==> src/rtl/serial_sub_pkg.sv <==
// +--------------------------------------------------------------------+
// | serial_sub_pkg: shared state encoding and sizing for the serial     |
// | ripple-borrow subtractor.                              Rev 1.0      |
// +--------------------------------------------------------------------+
`default_nettype none

package serial_sub_pkg;

  typedef enum logic [1:0] {
    IDLE  = 2'd0,
    SHIFT = 2'd1,
    DONE  = 2'd2
  } state_t;

  localparam int DEFAULT_WIDTH = 4;

  // Bits needed to hold a bit index up to w-1 (at least one bit).
  function automatic int cnt_width(input int w);
    return (w > 2) ? $clog2(w) : 1;
  endfunction

endpackage

`default_nettype wire

==> src/rtl/full_subtractor_cell.sv <==
// +--------------------------------------------------------------------+
// | full_subtractor_cell: 1-bit combinational a - b - br_in cell.       |
// |                                                        Rev 1.0      |
// +--------------------------------------------------------------------+
`default_nettype none

module full_subtractor_cell (
  input  logic a,
  input  logic b,
  input  logic br_in,
  output logic d,
  output logic br_out
);

  assign d      = a ^ b ^ br_in;
  assign br_out = (~a & b) | (~(a ^ b) & br_in);

endmodule

`default_nettype wire

==> src/rtl/serial_ripple_subtractor.sv <==
// +--------------------------------------------------------------------+
// | serial_ripple_subtractor: bit-serial Diff = A - B - Bin, LSB first, |
// | valid/ready on both sides. SIGNED_OVF_EN adds the Ovf output.       |
// |                                                        Rev 1.0      |
// +--------------------------------------------------------------------+
`default_nettype none

module serial_ripple_subtractor
  import serial_sub_pkg::*;
#(
  parameter int WIDTH = DEFAULT_WIDTH
) (
  input  logic             clk,
  input  logic             rst_n,
  input  logic             in_valid,
  output logic             in_ready,
  input  logic [WIDTH-1:0] A,
  input  logic [WIDTH-1:0] B,
  input  logic             Bin,
  output logic             out_valid,
  input  logic             out_ready,
  output logic [WIDTH-1:0] Diff,
  output logic             Bout
`ifdef SIGNED_OVF_EN
  ,
  output logic             Ovf
`endif
);

  localparam int CW = cnt_width(WIDTH);
  localparam logic [CW-1:0] LAST = CW'(WIDTH - 1);

  state_t           state;
  logic [CW-1:0]    cnt;
  logic [WIDTH-1:0] a_sh;
  logic [WIDTH-1:0] b_sh;
  logic             br;
  logic             d;
  logic             br_next;

  // Operands shift right each cycle, so the current bit is always at [0].
  full_subtractor_cell u_cell (
    .a      (a_sh[0]),
    .b      (b_sh[0]),
    .br_in  (br),
    .d      (d),
    .br_out (br_next)
  );

  always_ff @(posedge clk or negedge rst_n) begin
    if (!rst_n) begin
      state     <= IDLE;
      in_ready  <= 1'b1;
      out_valid <= 1'b0;
      Diff      <= '0;
      Bout      <= 1'b0;
      cnt       <= '0;
      a_sh      <= '0;
      b_sh      <= '0;
      br        <= 1'b0;
`ifdef SIGNED_OVF_EN
      Ovf       <= 1'b0;
`endif
    end else begin
      case (state)
        IDLE: begin
          if (in_valid && in_ready) begin
            a_sh     <= A;
            b_sh     <= B;
            br       <= Bin;
            cnt      <= '0;
            in_ready <= 1'b0;
            state    <= SHIFT;
          end
        end
        SHIFT: begin
          a_sh <= a_sh >> 1;
          b_sh <= b_sh >> 1;
          br   <= br_next;
          Diff <= {d, Diff[WIDTH-1:1]};
          if (cnt == LAST) begin
            Bout      <= br_next;
            out_valid <= 1'b1;
            state     <= DONE;
`ifdef SIGNED_OVF_EN
            // On the last bit a_sh[0]/b_sh[0] are the operand signs and d is the result sign.
            Ovf       <= (a_sh[0] ^ b_sh[0]) & (d ^ a_sh[0]);
`endif
          end else begin
            cnt <= cnt + CW'(1);
          end
        end
        DONE: begin
          if (out_ready) begin
            out_valid <= 1'b0;
            in_ready  <= 1'b1;
            state     <= IDLE;
          end
        end
        default: begin
          out_valid <= 1'b0;
          in_ready  <= 1'b1;
          state     <= IDLE;
        end
      endcase
    end
  end

endmodule

`default_nettype wire
==> config.mk <==
export PLATFORM = sky130hd
export DESIGN_NAME = serial_ripple_subtractor
export DESIGN_NICKNAME = d
export VERILOG_FILES = /design/src/rtl/serial_sub_pkg.sv /design/src/rtl/full_subtractor_cell.sv /design/src/rtl/serial_ripple_subtractor.sv
export SDC_FILE = /design/constraint.sdc
export NUM_CORES = 1
export LEC_CHECK = 0
export CORE_MARGIN = 1.5
export CORE_UTILIZATION = 48
export CTS_CLUSTER_SIZE = 25
export DETAILED_ROUTE_END_ITERATION = 16
export PLACE_DENSITY = 0.72
export SLEW_MARGIN = 20
export SYNTH_ARGS = -nofsm -noshare
export SYNTH_HDL_FRONTEND = slang
export SYNTH_SLANG_ARGS = --single-unit
==> constraint.sdc <==
create_clock -name clk -period 1.8 [get_ports clk]
set_clock_uncertainty 0.2 [all_clocks]
set_input_delay 0.45 -clock clk [delete_from_list [all_inputs] [get_ports clk]]
set_output_delay 0.45 -clock clk [all_outputs]
set_load 0.02 [all_outputs]
Yosys cells after proc, flatten, opt, wreduce, memory -nomap -nowiden
Cells that the tools add are included.
{"block": "totals", "reg_bits": 20, "latchBits": 0, "mem_bits_rw": 0, "mem_bits_ro": 0, "in_bits": 13, "out_inout_bits": 7, "memories": 0}
{"block": "op_classes", "addsub": 1, "mul": 0, "div": 0, "order_cmp": 0, "eq_ne": 7, "n_shift": 0, "mux": 19, "n_bitwise": 9, "reduce_logical": 9}
{"cell": "$pmux W4 S2", "count": 2}
{"cell": "$reduce_and A3 Y1", "count": 4}
{"cell": "$mux W2", "count": 5}
{"cell": "$mux W4", "count": 2}
{"cell": "$ne A2 B2 Y1 const B", "count": 4}
{"cell": "$pmux W1 S3", "count": 2}
{"cell": "$pmux W2 S3", "count": 1}
{"cell": "$mux W1", "count": 5}
{"cell": "$eq A2 B2 Y1 const B", "count": 2}
{"cell": "$not A1 Y1", "count": 4}
{"cell": "$pmux W2 S2", "count": 1}
{"cell": "$reduce_and A2 Y1", "count": 2}
{"cell": "$add A2 B1 Y2 const B", "count": 1}
{"cell": "$and A1 B1 Y1", "count": 2}
{"cell": "$eq A2 B1 Y1 const B", "count": 1}
{"cell": "$logic_not A2 Y1", "count": 1}
{"cell": "$pmux W1 S2", "count": 1}
{"cell": "$reduce_bool A2 Y1", "count": 1}
{"cell": "$xor A1 B1 Y1", "count": 2}
{"cell": "$logic_and A1 B1 Y1", "count": 1}
{"cell": "$or A1 B1 Y1", "count": 1}

Logic depth before layout (Yosys ltp)
{"block": "logic_depth", "ltp_word": 5, "mapped_depth": 5}

Modules after synthesis
From an unflattened synthesis, not the netlist that was laid out.
{"block": "unflattened", "hier_cells": 79, "hier_area_um2": 977.2}
{"module": "serial_ripple_subtractor", "n_inst": 1, "cells_each": 75, "area_each_um2": 945.9}
{"module": "full_subtractor_cell", "n_inst": 1, "cells_each": 4, "area_each_um2": 31.3}

Worst setup path after synthesis
No wires, ideal clock.
{"block": "synth_timing", "path_kind": "register to register", "from": "register in_ready", "to": "register a_sh[3]", "setup_ns": 0.121, "arrival_time_ns": 1.261, "t_required_ns": 1.479, "slack_ns": 0.218, "path_stages_with_launch": 5, "path_buffers": 1, "period_less_slack_ns": 1.582, "cell_sequence": "dfstp_2 -> a21oi_2 -> or2_1 -> buf_6 -> a22o_1"}
{"block": "synth_between", "elab_chain_len": 3}
{"element": "start, declared", "line": "serial_ripple_subtractor.sv:16", "rtl": "output logic in_ready,"}
{"element": "start signal, assigned", "line": "serial_ripple_subtractor.sv:53", "rtl": "in_ready <= 1'b1;"}
{"element": "start signal, assigned", "line": "serial_ripple_subtractor.sv:72", "rtl": "in_ready <= 1'b0;"}
{"element": "start signal, assigned", "line": "serial_ripple_subtractor.sv:96", "rtl": "in_ready <= 1'b1;"}
{"element": "$logic_and A1 B1 Y1", "line": "serial_ripple_subtractor.sv:67", "rtl": "if (in_valid && in_ready) begin"}
{"element": "$ne A2 B2 Y1 (no source line)"}
{"element": "$reduce_and A2 Y1 (no source line)"}
{"element": "end signal, assigned", "line": "serial_ripple_subtractor.sv:77", "rtl": "a_sh <= a_sh >> 1;"}
{"element": "end, declared", "line": "serial_ripple_subtractor.sv:35", "rtl": "logic [WIDTH-1:0] a_sh;"}
No other way between the ends.
A chain may end at the register's enable or synchronous reset.

Worst setup path in the final report
{"block": "layout_timing", "from": "register out_valid", "to": "output port out_valid"}
{"element": "start, declared", "line": "serial_ripple_subtractor.sv:20", "rtl": "output logic out_valid,"}
{"element": "start signal, assigned", "line": "serial_ripple_subtractor.sv:54", "rtl": "out_valid <= 1'b0;"}
{"element": "start signal, assigned", "line": "serial_ripple_subtractor.sv:83", "rtl": "out_valid <= 1'b1;"}
{"element": "start signal, assigned", "line": "serial_ripple_subtractor.sv:95", "rtl": "out_valid <= 1'b0;"}
No word-level cell between the ends.

==> run summary <==
OUTCOME
-----------------------------------------------------------------------------------------------------
Run status                                                                               complete, no violations

WORST SETUP PATH
-----------------------------------------------------------------------------------------------------
Standard cell with the maximum stage delay on the critical path                          sky130_fd_sc_hd__dfrtp_1
Reg2reg path depth                                                                                  3
Required arrival time at the worst endpoint                                                   1150 ps
Buffers and inverters on the worst path                                                             1
Worst endpoint data arrival time                                                              1030 ps
Family of cells with the greatest summed delay on the critical path                        flip-flops
CP endpoint kind                                                                          output port
Crit path max fanout                                                                                3
Worst Path Class, Setup                                                                    reg -> out
Critical path's largest stage delay                                                            410 ps
Worst setup SP type                                                                          register
Number of logic stages on the critical path including buffering                                     1
CP cell instances                                                                        dlygate4sd2_1

STA
-----------------------------------------------------------------------------------------------------
Setup Viol. Count Final                                                                             0
Minimum period implied by the final worst setup slack                                         1680 ps
Unrepaired setup endpoints after global routing                                                 false
Final Hold Violating Endpoints                                                                      0
Share of the clock period used by the worst path                                                93.2%
Setup TNS                                                                                        0 ps
Slew Limit Fails                                                                                    0
Highest attainable clock frequency                                                            596 MHz
Relative slew slack                                                                             68.0%
Post-route setup slack                                                                         122 ps
Worst-margin pin slew                                                                          480 ps

CLOCKING
-----------------------------------------------------------------------------------------------------
CTS tree                                                                                         done
Clock Sink Count                                                                                   20
Clock root buffer master                                                                 sky130_fd_sc_hd__clkbuf_4
Clock-pin slew reported for the worst setup and hold paths after clock tree synthesis          100 ps
Number of H-tree levels                                                                             1
Count of hold-fix buffers inserted at cts                                                           0
Insertion delay of the later-clocked pin in the worst-skew pair                                290 ps
Post-CTS Setup Inserts                                                                              0
TritonCTS buffer count                                                                              3
Clock buffer depth                                                                                  2

FLOORPLAN
-----------------------------------------------------------------------------------------------------
CORE AREA                                                                                    1780 µm²
Total I/O pin count                                                                                20
Total Die Area                                                                               2220 µm²
Floorplan row count                                                                                15
Initial cell density of the core                                                                52.3%
Die width                                                                                     47.1 µm
Die Y                                                                                         47.1 µm

YOSYS
-----------------------------------------------------------------------------------------------------
Post-synthesis share of cell area spent on full adders, half adders and majority gates          3.49%
Mean area per synthesized cell                                                               12.1 µm²
Largest family of logic cells by synthesized area                                        compound AO/OA/AOI/OAI gates
Synthesized instance count                                                                         77
Mux cell area share after synthesis                                                             13.6%
Compound-cell area share of the yosys netlist                                                   15.3%
Xor/xnor share of the synthesized area                                                             0%
Area fraction in and, or, nand and nor cells after synthesis                                    7.65%
Register area share after synthesis                                                             53.8%
Post-synthesis instance area                                                                  932 µm²
Count of state elements after synthesis                                                            20
Library cells used by synthesis                                                                    24
Count of synthesis-stage warnings from yosys                                                        0
Number of nets in the synthesized netlist                                                          92

DETAILED ROUTING
-----------------------------------------------------------------------------------------------------
Number of design rule violations left after detail routing                                          0
Total wirelength of the detailed-routed design                                                1630 µm
Routed len/inst                                                                               12.8 µm
Vias                                                                                              649
Number of DRC markers in iteration 0                                                               12
Number of iterations in the first detailed-routing pass                                             4
Number of vias per cell                                                                          5.07
Number of nets with antenna violations after routing                                                0

GLOBAL ROUTING
-----------------------------------------------------------------------------------------------------
First-pass GRT wire length                                                                    2780 µm
GRT overflow                                                                                        0
Antenna violations before repair                                                                    0
Aggregate global-route resource usage                                                           18.2%
Number of global-route vias before repair                                                         669
Maximum number of pins on one net before global-route repair                                       21

LAYOUT
-----------------------------------------------------------------------------------------------------
Most used cells in the layout excluding fill and tap cells                               sky130_fd_sc_hd__dfrtp_1, sky130_fd_sc_hd__clkdlybuf4s50_1, sky130_fd_sc_hd__o21ai_0, sky130_fd_sc_hd__o21ai_1
Count of filler cells inserted in the layout                                                      147
Leading cell type in the layout, fill and taps excluded                                  sky130_fd_sc_hd__dfrtp_1
Net count, final                                                                                  119
Area used by multi-input combinational logic                                                  373 µm²
Area growth from synthesis to layout                                                            26.7%
Fraction of final layout cells sized beyond drive strength 1                                    18.4%
Number of antenna repair diodes                                                                     0
Count of placed standard cells in the final layout, fillers left out                              128
Register area                                                                                 502 µm²

PLACEMENT
-----------------------------------------------------------------------------------------------------
Cells after DPL                                                                                   124
Detailed placement HPWL                                                                       1240 µm
Pre-CTS WS                                                                                   -73.0 ps
Final weighted congestion of routability-driven global placement                                0.723
Port-buffer cells                                                                                  19

HOLD PATH
-----------------------------------------------------------------------------------------------------
Tightest Hold Check Type                                                                  in -> async

POWER
-----------------------------------------------------------------------------------------------------
VDD IR-drop max                                                                                980 µV
Power per cell area                                                                       1530 nW/µm²
Static leakage                                                                               0.529 nW

RUN
-----------------------------------------------------------------------------------------------------
Maxcap violations                                                                                   0

==> synth_stat cells <==
| master | instances | area, µm² |
|---|---|---|
| sky130_fd_sc_hd__a22o_1 | 3 | 26.3 |
| sky130_fd_sc_hd__mux2i_1 | 7 | 70.1 |
| sky130_fd_sc_hd__nor3b_2 | 1 | 12.5 |
| sky130_fd_sc_hd__o21ai_0 | 8 | 40.0 |
| sky130_fd_sc_hd__dfstp_2 | 1 | 26.3 |
| sky130_fd_sc_hd__inv_1 | 5 | 18.8 |
| sky130_fd_sc_hd__o21ai_1 | 8 | 40.0 |
| sky130_fd_sc_hd__nand2_1 | 2 | 7.51 |
| sky130_fd_sc_hd__nor2b_4 | 1 | 13.8 |
| sky130_fd_sc_hd__and4bb_2 | 1 | 12.5 |
| sky130_fd_sc_hd__o22a_2 | 1 | 10.0 |
| sky130_fd_sc_hd__nor2_1 | 3 | 11.3 |
| sky130_fd_sc_hd__buf_6 | 3 | 33.8 |
| sky130_fd_sc_hd__mux2_1 | 3 | 33.8 |
| sky130_fd_sc_hd__or2_1 | 1 | 6.26 |
| sky130_fd_sc_hd__dfrtp_1 | 19 | 475 |
| sky130_fd_sc_hd__fa_1 | 1 | 20.0 |
| sky130_fd_sc_hd__clkbuf_2 | 1 | 5.00 |
| sky130_fd_sc_hd__mux2_2 | 2 | 22.5 |
| sky130_fd_sc_hd__ha_1 | 1 | 12.5 |
| sky130_fd_sc_hd__o31ai_1 | 1 | 7.51 |
| sky130_fd_sc_hd__a21oi_2 | 1 | 8.76 |
| sky130_fd_sc_hd__nand3b_1 | 1 | 7.51 |
| sky130_fd_sc_hd__a21oi_1 | 2 | 10.0 |
==> cell families (layout without fill, tap and decap cells) <==
kind of cell / count (synthesis) / count (layout)
multiplexers: 12 / 12
flip-flops: 20 / 20
adder cells (fa/ha/maj): 2 / 2
AO/OA/AOI/OAI: 24 / 24
buffers and inverters: 9 / 35
AND/OR/NAND/NOR: 10 / 10
==> flip-flops by register name (all words and copies together), names as in the netlist <==
register and count:
Diff 4, a_sh 4, Bout 1, b_sh 4, br 1, state 2, in_ready 1, out_valid 1
cnt 2
==> stage by stage <==
step                instance area [µm²]  utilization, %  total power [mW]  hold slack [ps]
floorplan                           932               -              1.38            -45.6
global placement                   1170            65.5              1.62              274
detailed placement                 1170            65.5              1.67              295
CTS                                1190            66.5              1.84              291
global route                       1180            66.2              1.97              301
finish                             1180            66.2              1.80              290
==> worst reg2reg max path, stage by stage, from the launching register on <==
cell and delay [ps]:
sky130_fd_sc_hd__dfrtp_1 570, sky130_fd_sc_hd__and4bb_2 390, sky130_fd_sc_hd__nor2_1 60, sky130_fd_sc_hd__mux2_2 270
==> report_power, final <==
| group | switching [mW] | internal, mW |
|---|---|---|
| clock | 0.125 | 0.0861 |
| combinational | 0.392 | 0.417 |
| sequential | 0.137 | 0.644 |
==> cell type report <==
| class | count | share of cell area (%) |
|---|---|---|
| Inverter | 5 | 1.59 |
| Multi-Input combinational cell | 48 | 31.6 |
| Tap cell | 25 | 2.65 |
| Sequential cell | 20 | 42.5 |
| Clock buffer | 4 | 2.22 |
| Timing Repair Buffer | 26 | 19.5 |
==> timing repair <==
action	CTS	global route
setup endpoints to repair	7	1
gates resized for setup	8	1
pin swaps	0	0
==> final timing paths <==
check	slack, ps	end	from
setup / recovery	120	out_valid	out_valid$_DFFE_PN0P_
hold / removal	290	br$_DFFE_PN0P_	rst_n
setup reg to reg	210	cnt[0]$_DFFE_PN0P_	state[1]$_DFFE_PN0P_
hold reg to reg	310	Diff[3]$_DFFE_PN0N_	Diff[3]$_DFFE_PN0N_
max in group asynchronous	850	in_ready$_DFFE_PN1P_	rst_n
min in group clk	310	Diff[3]$_DFFE_PN0N_	Diff[3]$_DFFE_PN0N_
==> layer usage <==
layer | track usage (%) | vias to the layer above | part of all wire [%]
met1 | 21.9 | 313 | 45
met5 | 0 | - | 0
li1 | - | 321 | -
met3 | 3.46 | 2 | 3.8
met2 | 30.7 | 13 | 49
met4 | 10.0 | 0 | 1.3
(Power assumes the default switching activity.)
